**config.mk**
```make
export PLATFORM = sky130hd
export DESIGN_NAME = full_adder_reg
export DESIGN_NICKNAME = d
export VERILOG_FILES = /design/src/rtl/full_adder_reg.sv
export SDC_FILE = /design/constraint.sdc
export NUM_CORES = 1
export LEC_CHECK = 0
export ABC_CLOCK_PERIOD_IN_PS = 860
export CORE_AREA = 2 2 39 41
export CTS_CLUSTER_SIZE = 10
export DETAILED_ROUTE_END_ITERATION = 6
export DIE_AREA = 0 0 41 43
export PLACE_DENSITY_LB_ADDON = 0.05
export SETUP_SLACK_MARGIN = 0.1
export SYNTH_ARGS = -nofsm -noshare
export SYNTH_HDL_FRONTEND = slang
export SYNTH_SLANG_ARGS = --single-unit
```
**constraint.sdc**
```tcl
create_clock -name clk -period 0.86 [get_ports clk]
set_input_delay 0.215 -clock clk [delete_from_list [all_inputs] [get_ports clk]]
set_output_delay 0.215 -clock clk [all_outputs]
set_load 0.01 [all_outputs]
```
**src/rtl/full_adder_reg.sv**
```systemverilog
// Registered ripple-carry adder built from 1-bit full-adder cells, with per-bit propagate/generate.
// Optional signed-overflow output enabled by defining FULL_ADDER_OVF_EN.
module full_adder_reg #(
  parameter int WIDTH = 1
) (
  input  logic             clk,
  input  logic             rst_n,
  input  logic             in_valid,
  input  logic [WIDTH-1:0] a,
  input  logic [WIDTH-1:0] b,
  input  logic             cin,
  output logic [WIDTH-1:0] sum,
  output logic             cout,
  output logic [WIDTH-1:0] prop,
  output logic [WIDTH-1:0] gen,
  output logic             out_valid
`ifdef FULL_ADDER_OVF_EN
  ,
  output logic             ovf
`endif
);

  logic [WIDTH:0]   c;
  logic [WIDTH-1:0] s;
  logic [WIDTH-1:0] sum_d, sum_q;
  logic [WIDTH-1:0] prop_d, prop_q;
  logic [WIDTH-1:0] gen_d, gen_q;
  logic             cout_d, cout_q;
  logic             out_valid_d, out_valid_q;

  // Carry ripple kept inside a function so the chain is a local variable, not a self-feeding net.
  function automatic logic [WIDTH:0] carry_chain(input logic [WIDTH-1:0] x,
                                                 input logic [WIDTH-1:0] y,
                                                 input logic             ci);
    logic [WIDTH:0] cc;
    cc[0] = ci;
    for (int i = 0; i < WIDTH; i++) begin
      cc[i+1] = (x[i] & y[i]) | (x[i] & cc[i]) | (y[i] & cc[i]);
    end
    return cc;
  endfunction

  always_comb begin
    c           = carry_chain(a, b, cin);
    s           = a ^ b ^ c[WIDTH-1:0];
    sum_d       = sum_q;
    cout_d      = cout_q;
    prop_d      = prop_q;
    gen_d       = gen_q;
    out_valid_d = in_valid;
    // Operands are only looked at when valid, so X on an idle bus never reaches the flops.
    if (in_valid) begin
      sum_d  = s;
      cout_d = c[WIDTH];
      prop_d = a ^ b;
      gen_d  = a & b;
    end
  end

  always_ff @(posedge clk or negedge rst_n) begin
    if (!rst_n) begin
      sum_q       <= '0;
      cout_q      <= 1'b0;
      prop_q      <= '0;
      gen_q       <= '0;
      out_valid_q <= 1'b0;
    end else begin
      sum_q       <= sum_d;
      cout_q      <= cout_d;
      prop_q      <= prop_d;
      gen_q       <= gen_d;
      out_valid_q <= out_valid_d;
    end
  end

  assign sum       = sum_q;
  assign cout      = cout_q;
  assign prop      = prop_q;
  assign gen       = gen_q;
  assign out_valid = out_valid_q;

`ifdef FULL_ADDER_OVF_EN
  logic ovf_d, ovf_q;

  // Signed overflow: carry into the sign bit differs from carry out of it.
  always_comb begin
    ovf_d = ovf_q;
    if (in_valid) begin
      ovf_d = c[WIDTH] ^ c[WIDTH-1];
    end
  end

  always_ff @(posedge clk or negedge rst_n) begin
    if (!rst_n) begin
      ovf_q <= 1'b0;
    end else begin
      ovf_q <= ovf_d;
    end
  end

  assign ovf = ovf_q;
`endif

endmodule

```
==> metrics, run 1 <==
outcome complete, but fails checks; failing checks setup timing; grt ovf 0; row count 14; Commonest cells post-synth dfrtp_1 (5), mux2_2 (4), fa_1 (1), ha_1 (1); area occupied by multi-input gates 104 µm²; number of diodes 0; Fin Clk Skew 0 ns; final setup violation count 8; vias in the first global route 185; RSZ-0062 raised after global routing true; Setup crit end kind output port; Worst Setup Start Kind register; Post-Layout Cell Count 48; CTS Buf Count 3; num ports 11; Layout area overhead 107%; fin nets 41; synth top area cells dfrtp_1 (62%), mux2_2 (22%), fa_1 (9.9%); cell count of the worst reg-to-reg path 2; DP Area 390 µm²; busiest grt layer met1; clock sinks 5; clock buffer depth 2; Main synth FF type dfrtp_1; die height 43 µm; total track usage 7.99%; Peak Freq 1030 MHz; Post-Syn Nets 19; CP required 0.64 ns; leakage 0.204 nW; number of H-tree levels 1; Final Util 30.4%; max-cap viol count 0; Hold Buf Count CTS 0; Synth Warn # 0; final hold vios 0; CP Class reg -> out; layout cells sized above 1 75.0%; Antenna Nets Post-Route 0; Worst-path clk slew 0.04 ns; placed insts 43; total chip power 0.742 mW; detailed-route via count 161; grt met2 use 8.44%; routing usage on met1 10.2%; largest net degree at the start of global routing 6; Power Dens Cells 1760 nW/µm²; DR vias/cell 3.35; top cell type's share of synthesized area 61.7%; # DRC 0; Port Buffers 10; CP bufs+invs 1; CTS tree yes; count leader, synth dfrtp_1; class of the worst hold path in -> async; slowest stage delay, CP 0.39 ns; CORE AREA 1380 µm²; CP cell instances buf_6; slew margin rel. 83.7%; initial antenna violation count 0; Final min period 0.967 ns; worst setup margin -0.107 ns; worst skew pair latency 0.24 ns; first-pass GRT wire length 800 µm; r2r endpoint prop; Crit-path slowest cell dfrtp_1; fill cell count 149; die area 1760 µm²; M3 GR Usage 4.71%; Worst Path Arrival 0.75 ns; R2R setup slack -0.02 ns; Yosys reg bits 5; 1st-iter DRT viols 5; Synth cell types 4; post-synthesis cell area 203 µm²; Routed wire per std cell 10.7 µm; post-synthesis sequential area ratio 61.7%; sequential cell area 125 µm²; delay-heaviest family, CP flip-flops; Post-synth ARST share 100%; Post-Syn Instances 11; gpl congestion 0.591; post-detailed-routing wire length 515 µm; worst-path fanout max 2; EDFF count, synth 0; final instance area 420 µm²; r2r startpoint prop; period utilization 112%; Avg Cell Area, Syn 18.4 µm²; DR pass1 iterations 3; Final Slew Violations 0; die width 41 µm; initial core utilization 14.6%; Worst-Margin Slew 0.244 ns; cell taking the most area after synthesis dfrtp_1; Setup Total Neg Slack -0.549 ns; worst vdd ir 804 µV; CTS root buffer clkbuf_4
## report_power, final
group / internal, mW / switching (mW) / total, mW / leakage, nW
sequential: 0.265 / 0.0162 / 0.281 / 0.0596
combinational: 0.128 / 0.0656 / 0.193 / 0.129
clock: 0.175 / 0.0918 / 0.267 / 0.0150
total: 0.568 / 0.174 / 0.742 / 0.204
## kinds of logic (layout without fill, tap and decap cells)
kind of cell / after synthesis / in the layout / synth area share (%)
flip-flops: 5 / 5 / 61.7
buffers and inverters: 0 / 21 / 0
multiplexers: 4 / 4 / 22.2
adder cells (fa/ha/maj): 2 / 2 / 16.0
## through the flow
stage / hold WS, ns / setup WS (ns)
finish: 0.205 / -0.107
global route: 0.212 / -0.145
CTS: 0.208 / -0.123
detailed placement: 0.464 / -0.734
global placement: 0.463 / -0.715
floorplan: -0.0806 / -0.161
## metal layers
metal | share of wire (%) | vias up | routed length [µm]
met3 | 14 | 0 | 72
met4 | 0 | 0 | 0
met2 | 40 | 11 | 206
met1 | 46 | 71 | 236
li1 | - | 79 | -
met5 | 0 | - | 0
## worst max path at each step
stage | startpoint | to | slack (ns) | depth (start not counted)
floorplan | a | sum | -0.16 | 2
global placement | b | sum | -0.72 | 3
detailed placement | b | sum | -0.73 | 3
CTS | gen | gen | -0.12 | 1
global route | prop | prop | -0.14 | 1
finish | prop | prop | -0.11 | 1
## cells in the final DEF (no fill, tap or decap)
cell type | netlist | final
buf_2 | 0 | 4
buf_4 | 0 | 5
buf_6 | 0 | 6
clkbuf_1 | 0 | 1
clkbuf_4 | 0 | 3
clkdlybuf4s15_1 | 0 | 1
clkdlybuf4s50_1 | 0 | 1
dfrtp_1 | 5 | 5
fa_2 | 0 | 1
ha_4 | 0 | 1
mux2_2 | 4 | 1
mux2_4 | 0 | 3
## area by class of cell
cell class / instances / share of cell area (%)
clock buffers: 4 / 6.25
repair buffers: 17 / 34.5
multi-input cells: 6 / 24.7
well taps: 16 / 4.76
flip-flops and latches: 5 / 29.8
## what timing repair did
action                                  4_1_cts  5_1_grt
endpoints found under the setup margin        9        9
resized for setup                            38        3
setup buffers                                 0        1
pin swaps                                     1        1
cloned                                        0        0
## flip-flops by register name, indices dropped and copies added, names as in the netlist
register	cells
sum	1
prop	1
gen	1
out_valid	1
cout	1
Power figures use the tool's default switching activity.
==> run 2, diff against run 1 <==
--- a/config.mk
+++ b/config.mk
@@ -5,11 +5,12 @@
 export SDC_FILE = /design/constraint.sdc
 export NUM_CORES = 1
 export LEC_CHECK = 0
-export ABC_CLOCK_PERIOD_IN_PS = 860
+export ABC_CLOCK_PERIOD_IN_PS = 1100
 export CORE_AREA = 2 2 39 41
 export CTS_CLUSTER_SIZE = 10
 export DETAILED_ROUTE_END_ITERATION = 6
 export DIE_AREA = 0 0 41 43
+export GPL_ROUTABILITY_DRIVEN = 0
 export PLACE_DENSITY_LB_ADDON = 0.05
 export SETUP_SLACK_MARGIN = 0.1
 export SYNTH_ARGS = -nofsm -noshare
==> constraint.sdc (replaced) <==
create_clock -name clk -period 1.1 [get_ports clk]
set_input_delay 0.275 -clock clk [delete_from_list [all_inputs] [get_ports clk]]
set_output_delay 0.275 -clock clk [all_outputs]
set_load 0.01 [all_outputs]
==> run 2 against run 1 <==
- the run now ends clean
- power is 23% lower
- sequential share of layout area rose by 3.5 points
- hold slack improved by 0.046 ns
- combinational power shrank 28%
- worst setup slack improved by 0.18 ns
- register-to-register slack improved by 0.15 ns
- die area unchanged
- via count grew 1.2%
- critical path type unchanged
- highest routed layer unchanged
==> metrics, run 2 (synthesis gave the netlist of run 1 again) <==
outcome finished, final reports clean; total chip power 0.568 mW; num ports 11; final hold vios 0; pre-CTS setup slack -0.525 ns; RSZ-0062 raised after global routing true; die height 43 µm; layout cells sized above 1 71.9%; post-detailed-routing wire length 476 µm; commonest non-fill, non-tap cells in the layout buf_2 (7), buf_4 (7), dfrtp_1 (5); Worst-path clk slew 0.05 ns; number of diodes 0; critical path launch point prop; DR pass1 iterations 1; Fin Clk Skew 0 ns; Worst Path Arrival 0.75 ns; row count 14; die area 1760 µm²; delay-heaviest family, CP flip-flops; worst setup margin 0.0759 ns; die width 41 µm; Hold Buf Count CTS 0; worst vdd ir 423 µV; clock sinks 5; Setup crit end kind output port; Port Buffers 10; total track usage 7.27%; period utilization 93.1%; Setup Total Neg Slack 0 ns; DR vias/cell 3.40; initial core utilization 14.6%; cell count of the worst reg-to-reg path 3; Final Slew Violations 0; R2R setup slack 0.13 ns; # DRC 0; grt ovf 0; Antenna Nets Post-Route 0; CTS Buf Count 3; Routed wire per std cell 9.92 µm; fin nets 41; Worst-Margin Slew 0.271 ns; slowest stage delay, CP 0.38 ns; worst skew pair latency 0.24 ns; Worst Setup Start Kind register; DP Area 352 µm²; number of H-tree levels 1; CTS tree yes; Critical Path End prop; CP cell instances buf_6; 1st-iter DRT viols 0; Final Util 27.2%; CORE AREA 1380 µm²; initial antenna violation count 0; first-pass GRT wire length 786 µm; CP bufs+invs 1; final setup violation count 0; clock buffer depth 2; vias in the first global route 195; Final min period 1.02 ns; Peak Freq 976 MHz; critical path depth 1; CP Class reg -> out; final instance area 377 µm²; largest net degree at the start of global routing 6; class of the worst hold path in -> async; Power Dens Cells 1510 nW/µm²; detailed-route via count 163; Crit-path slowest cell dfrtp_1; Layout area overhead 85.8%; r2r endpoint cout; r2r startpoint cout; CP required 0.82 ns; max-cap viol count 0; slew margin rel. 81.9%; worst-path fanout max 2; CTS root buffer clkbuf_4; leakage 0.192 nW
## run 2: what timing repair did
item                                   4_1_cts  5_1_grt
resized for setup                           34        1
setup endpoints to repair                    9        6
endpoints found under the hold margin        0        0
pin swaps                                    0        1
setup buffers                                3        1
## run 2: cell type report
cell class / count / area (µm²)
Multi-Input combinational cell: 6 / 87.6
Timing Repair Buffer: 17 / 118
Fill cell: 151 / 1010
Tap cell: 16 / 20.0
Clock buffer: 4 / 26.3
Sequential cell: 5 / 125
## run 2: power by group
part           internal [mW]  total [mW]  switching, mW
combinational         0.0895       0.138         0.0488
clock                  0.137       0.213         0.0758
sequential             0.207       0.217        0.00997
total                  0.434       0.568          0.135
## run 2: worst min-delay path by stage
stage | startpoint | end
after CTS | rst_n | gen
after global routing | rst_n | gen
after detailed placement | gen | gen
final | rst_n | gen
after floorplan | rst_n | cout
after global placement | gen | gen
## run 2: routing by layer
metal	up-vias	wire, µm	global-route usage (%)
li1	80	-	-
met1	72	233	8.85
met2	11	174	8.13
met3	0	67	5.24
met4	0	0	6.00
met5	-	0	0
## run 2: metrics by stage
stage | instances | hold slack, ns
6_report | 48 | 0.251
5_1_grt | 48 | 0.258
4_1_cts | 47 | 0.250
3_5_place_dp | 40 | 0.501
3_3_place_gp | 40 | 0.494
2_1_floorplan | 11 | -0.0206
